<file path="src/rtl/src_pacer.sv">
// Paces a continuous ADC stream to one strobe per 2^PACE_LOG2 accepted samples, 1-cycle latency,
// no backpressure (stall = gap timeout re-arm). Define PACER_AVERAGE_EN to emit the window mean instead of the last sample.
module src_pacer #(
    parameter int DATA_WIDTH = 16,
    parameter int PACE_LOG2  = 5,
    parameter int GAP_MAX    = 64
) (
    input  logic                  clk_i,
    input  logic                  rst_i,
    input  logic                  en_i,
    input  logic                  adc_vld_i,
    input  logic [DATA_WIDTH-1:0] adc_data_i,
    output logic                  src_vld_o,
    output logic [DATA_WIDTH-1:0] src_data_o,
    output logic                  stall_o,
    output logic [PACE_LOG2-1:0]  win_cnt_o
);

    localparam int GW = $clog2(GAP_MAX + 1);
    localparam logic [PACE_LOG2-1:0] WIN_LAST = '1;
    localparam logic [GW-1:0]        GAP_LAST = GW'(GAP_MAX - 1);
    localparam logic [GW-1:0]        GAP_SAT  = '1;

    typedef enum logic [1:0] {IDLE, ARM, RUN} state_t;

    state_t                  state, state_nxt;
    logic [PACE_LOG2-1:0]    win_cnt, win_cnt_nxt;
    logic [GW-1:0]           gap_cnt, gap_cnt_nxt;
    logic                    src_vld_nxt, stall_nxt;
    logic [DATA_WIDTH-1:0]   src_data_nxt;
    logic                    accept, close, gap_hit;

    assign accept  = en_i && adc_vld_i && (state != IDLE);
    assign close   = accept && (win_cnt == WIN_LAST);
    // A sample in the timeout cycle wins over the stall.
    assign gap_hit = en_i && (state == RUN) && !adc_vld_i && (gap_cnt == GAP_LAST);

`ifdef PACER_AVERAGE_EN
    localparam int AW = DATA_WIDTH + PACE_LOG2;
    logic [AW-1:0] acc, acc_nxt, acc_sum, acc_shr;
    assign acc_sum = acc + AW'(adc_data_i);
    assign acc_shr = acc_sum >> PACE_LOG2;
`endif

    always_ff @(posedge clk_i) begin
        if (rst_i) state <= IDLE;
        else       state <= state_nxt;
    end

    always_comb begin
        state_nxt = state;
        if (!en_i) begin
            state_nxt = IDLE;
        end else begin
            case (state)
                IDLE:    state_nxt = ARM;
                ARM:     if (adc_vld_i) state_nxt = RUN;
                RUN:     if (gap_hit) state_nxt = ARM;
                default: state_nxt = IDLE;
            endcase
        end
    end

    always_comb begin
        win_cnt_nxt  = win_cnt;
        gap_cnt_nxt  = gap_cnt;
        src_vld_nxt  = 1'b0;
        stall_nxt    = 1'b0;
        src_data_nxt = src_data_o;
`ifdef PACER_AVERAGE_EN
        acc_nxt      = acc;
`endif
        if (!en_i || state == IDLE) begin
            // Disable discards any partial window.
            win_cnt_nxt = '0;
            gap_cnt_nxt = '0;
`ifdef PACER_AVERAGE_EN
            acc_nxt     = '0;
`endif
        end else if (accept) begin
            win_cnt_nxt = win_cnt + PACE_LOG2'(1);
            gap_cnt_nxt = '0;
`ifdef PACER_AVERAGE_EN
            acc_nxt     = acc_sum;
`endif
            if (close) begin
                src_vld_nxt  = 1'b1;
`ifdef PACER_AVERAGE_EN
                src_data_nxt = acc_shr[DATA_WIDTH-1:0];
                acc_nxt      = '0;
`else
                src_data_nxt = adc_data_i;
`endif
            end
        end else if (gap_hit) begin
            stall_nxt   = 1'b1;
            win_cnt_nxt = '0;
            gap_cnt_nxt = '0;
`ifdef PACER_AVERAGE_EN
            acc_nxt     = '0;
`endif
        end else if (state == RUN) begin
            if (gap_cnt != GAP_SAT) gap_cnt_nxt = gap_cnt + GW'(1);
        end else begin
            gap_cnt_nxt = '0;
        end
    end

    always_ff @(posedge clk_i) begin
        if (rst_i) begin
            win_cnt    <= '0;
            gap_cnt    <= '0;
            src_vld_o  <= 1'b0;
            src_data_o <= '0;
            stall_o    <= 1'b0;
`ifdef PACER_AVERAGE_EN
            acc        <= '0;
`endif
        end else begin
            win_cnt    <= win_cnt_nxt;
            gap_cnt    <= gap_cnt_nxt;
            src_vld_o  <= src_vld_nxt;
            src_data_o <= src_data_nxt;
            stall_o    <= stall_nxt;
`ifdef PACER_AVERAGE_EN
            acc        <= acc_nxt;
`endif
        end
    end

    assign win_cnt_o = win_cnt;

endmodule

</file>
<file path="config.mk">
export PLATFORM = sky130hd
export DESIGN_NAME = src_pacer
export DESIGN_NICKNAME = d
export VERILOG_FILES = /design/src/rtl/src_pacer.sv
export SDC_FILE = /design/constraint.sdc
export NUM_CORES = 1
export LEC_CHECK = 0
export ABC_AREA = 1
export CELL_PAD_IN_SITES_DETAIL_PLACEMENT = 0
export CELL_PAD_IN_SITES_GLOBAL_PLACEMENT = 1
export CORE_AREA = 2 2 63 71
export CTS_CLUSTER_DIAMETER = 60
export DETAILED_ROUTE_END_ITERATION = 8
export DIE_AREA = 0 0 65 73
export PLACE_DENSITY_LB_ADDON = 0.1
export SLEW_MARGIN = 20
export SYNTH_ARGS = -nofsm -noshare
export SYNTH_HDL_FRONTEND = slang
export SYNTH_SLANG_ARGS = --single-unit
</file>
<file path="constraint.sdc">
create_clock -name clk_i -period 4.27 [get_ports clk_i]
set_input_delay 1.281 -clock clk_i [delete_from_list [all_inputs] [get_ports clk_i]]
set_output_delay 1.281 -clock clk_i [all_outputs]
set_load 0.03 [all_outputs]
</file>
==> reports/results.txt <==
worst hold slack - 480.5 ps
share of the synthesized area in the top cell type - 47.99%
core occupancy in the finished layout - 45.89%
post-synthesis cell type count - 22
Post-Syn Nets - 200
remaining max-slew budget at the tightest pin - 57.95%
peak ir drop on the vdd network - 0.1942 mV
clock latency reported for the late side of the worst-skew pair - 270 ps
power density relative to cell area - 301.1 mW/mm^2
Routability Congestion - 0.7612
Post-Synthesis Mean Instance Area - 7.543 sq um
total gr overflow - 0
crit start category - register
first-pass iteration count of the detailed router - 4
hold path startpoint - src_data_o[6]$_SDFFE_PP0P_
CP peak stage delay - 700 ps
type of the worst setup path - register to output port
number of port buffers - 42
detail-routed net length per standard cell - 10.55 um
Global Route Usage Sum - 13.62%
total CTS buffers - 5
first-pass GRT wire length - 4995 um
run status - complete, no violations
portion of the post-synthesis area used by sequential elements - 47.99%
post-route clock skew - 3.857 ps
highest achievable clock rate - 0.3748 GHz
number of pins exceeding their max-slew limit in the final report - 0
Req. time, crit path - 2990 ps
Leakage Power - 0.7420 nW
post-detailed-placement cell area - 0.001788 sq mm
Row Count - 25
H-tree level count - 2
clock tree buffer depth - 2
capturing point of the worst reg2reg path - gap_cnt[1]$_SDFFE_PP0P_
final setup vio count - 0
count of max-cap constraint violations - 0
clock edge transition at the registers on the reported setup and hold paths - 60 ps
#FFs+latches synth - 32
DRC - 0
number of primary I/O pins - 43
Detailed Place HPWL - 2195 um
cell family contributing the most delay on the critical path - buffers and inverters
post-synth top area cell - sky130_fd_sc_hd__dfxtp_1
CTS tree - yes
final setup TNS - 0 ps
crit path buf inv count - 1
Reg2Reg Setup Slack - 2610 ps
Floorplan Core Area - 0.004098 sq mm
warning count from the yosys run - 0
Area Overhead vs Synth - 40.86%
Die Area - 0.004745 sq mm
capturing element type of the critical path - output port
clock sinks - 32
net count of the finished layout - 246
clock period minus final worst setup slack - 2668 ps
master cell of the clock root buffer - sky130_fd_sc_hd__clkbuf_8
final antenna diode count - 0
main area contributors after synthesis - sky130_fd_sc_hd__dfxtp_1 (48%), sky130_fd_sc_hd__nor2_1 (15%), sky130_fd_sc_hd__nand2_1 (6.2%), sky130_fd_sc_hd__nand3_1 (4.1%), sky130_fd_sc_hd__inv_1 (3.9%)
transition time of the tightest slew-check pin - 625.9 ps
Detailed Route Iter0 Violations - 41
cell depth of the worst min-delay path - 2
postcts setup bufs - 0
Min-Delay Endpoint - src_data_o[6]$_SDFFE_PP0P_
Fin. Hold Viols - 0
start point of the critical path - win_cnt_o[2]$_SDFFE_PP0P_
fraction of final layout cells with drive strength greater than 1 - 6.250%
count of instances resized after the clock tree is built - 0
period utilisation layout - 62.48%
critical-path maximum fanout - 6
overall routed net length - 2933 um
pin count of the biggest net entering global routing - 19
class of the tightest hold or removal check - register to register
arrival time worst endpoint - 1390 ps
Critical Path Stages - 1
Mapped Cells - 177
via count of the first global-routing pass - 1177
slowest CP cell - sky130_fd_sc_hd__clkdlybuf4s50_1
Hold Buf Count CTS - 0
cell-by-cell trace of the critical path - clkdlybuf4s50_1
starting utilization of the core area - 32.58%
width of the die - 65 um
Via Count - 1228
fin area - 0.001881 sq mm
antenna violation net count after detailed routing - 0
ratio of routed vias to standard cells - 4.417
total power consumption of the routed design - 0.5662 mW
height of the die - 73 um
setup repair after global routing missed its margin - no
Crit Reg-Reg Startpoint - gap_cnt[0]$_SDFFE_PP0P_
number of cells on the worst reg-to-reg path - 6
initial antenna violation count - 0
post-synthesis instance area - 0.001335 sq mm
==> cells in the mapped netlist <==
cell	n
sky130_fd_sc_hd__dfxtp_1	32
sky130_fd_sc_hd__nor3_1	2
sky130_fd_sc_hd__inv_2	1
sky130_fd_sc_hd__nor2_2	1
sky130_fd_sc_hd__o21ai_0	9
sky130_fd_sc_hd__xnor2_1	1
sky130_fd_sc_hd__xor2_1	2
sky130_fd_sc_hd__o21ai_1	9
sky130_fd_sc_hd__inv_6	1
sky130_fd_sc_hd__buf_12	1
sky130_fd_sc_hd__nor2_1	53
sky130_fd_sc_hd__a21oi_1	7
sky130_fd_sc_hd__nand2_1	22
sky130_fd_sc_hd__nand3_1	11
sky130_fd_sc_hd__inv_1	14
sky130_fd_sc_hd__or2_2	1
sky130_fd_sc_hd__clkbuf_1	1
sky130_fd_sc_hd__buf_6	1
sky130_fd_sc_hd__nand4_1	3
sky130_fd_sc_hd__ha_1	3
sky130_fd_sc_hd__nor3_4	1
sky130_fd_sc_hd__nand2_4	1
==> report_power, final <==
group	internal (mW)	switching (mW)
logic	0.0190	0.0132
clock network	0.128	0.105
registers	0.299	0.000910
total	0.447	0.119
==> metal layers <==
| metal | wire length [um] | GRT usage [%] |
|---|---|---|
| met1 | 1318 | 14.64 |
| met2 | 1389 | 23.83 |
| met3 | 188 | 5.247 |
| met4 | 36 | 5.674 |
| met5 | 0 | 0 |
==> state kept, by name, indices dropped and copies added (netlist names) <==
name and count:
gap_cnt 7, src_data_o 16, src_vld_o 1, stall_o 1, state 2, win_cnt_o 5
==> worst max-delay path by stage <==
stage	to	slack [ps]
final	win_cnt_o[2]	1600
after global placement	src_data_o[14]$_SDFFE_PP0P_	1400
after floorplan	src_data_o[10]$_SDFFE_PP0P_	2130
after global routing	src_data_o[15]$_SDFFE_PP0P_	1520
after CTS	win_cnt_o[2]	1580
after detailed placement	src_data_o[15]$_SDFFE_PP0P_	1360
==> through the flow <==
step           setup WS [ps]  instances
2_1_floorplan           2130        177
3_3_place_gp            1400        270
3_5_place_dp            1358        270
4_1_cts                 1583        278
5_1_grt                 1524        278
6_report                1602        278
==> final cells by class <==
class | instances | area, sq um
repair buffers | 42 | 420.4
clock inverters | 2 | 10.01
clock buffers | 6 | 82.58
inverters | 16 | 65.06
fillers | 427 | 2217
well taps | 54 | 67.56
flip-flops and latches | 32 | 640.6
multi-input cells | 126 | 594.3
==> placed cells by master (no fill, tap or decap) <==
master	n
sky130_fd_sc_hd__nand2_1	22
sky130_fd_sc_hd__nor3_1	2
sky130_fd_sc_hd__nand3_1	11
sky130_fd_sc_hd__ha_1	3
sky130_fd_sc_hd__inv_2	1
sky130_fd_sc_hd__clkinv_2	2
sky130_fd_sc_hd__nor3_4	1
sky130_fd_sc_hd__xnor2_1	1
sky130_fd_sc_hd__nor2_2	1
sky130_fd_sc_hd__nor2_1	53
sky130_fd_sc_hd__inv_6	1
sky130_fd_sc_hd__inv_1	14
sky130_fd_sc_hd__dfxtp_1	32
sky130_fd_sc_hd__o21ai_0	9
sky130_fd_sc_hd__nand2_4	1
sky130_fd_sc_hd__a21oi_1	7
sky130_fd_sc_hd__or2_2	1
sky130_fd_sc_hd__nand4_1	3
sky130_fd_sc_hd__clkbuf_8	6
sky130_fd_sc_hd__xor2_1	2
sky130_fd_sc_hd__o21ai_1	9
sky130_fd_sc_hd__clkdlybuf4s50_1	42
==> cells by family after synthesis <==
group	synth area share, %
and+or+nand+nor	30.37
DFF	47.98
AOI/OAI and AO/OA	9.371
buffers and inverters	7.497
xor gates and xnor gates	1.968
adders and majority gates	2.812
Power figures use the tool's default switching activity.
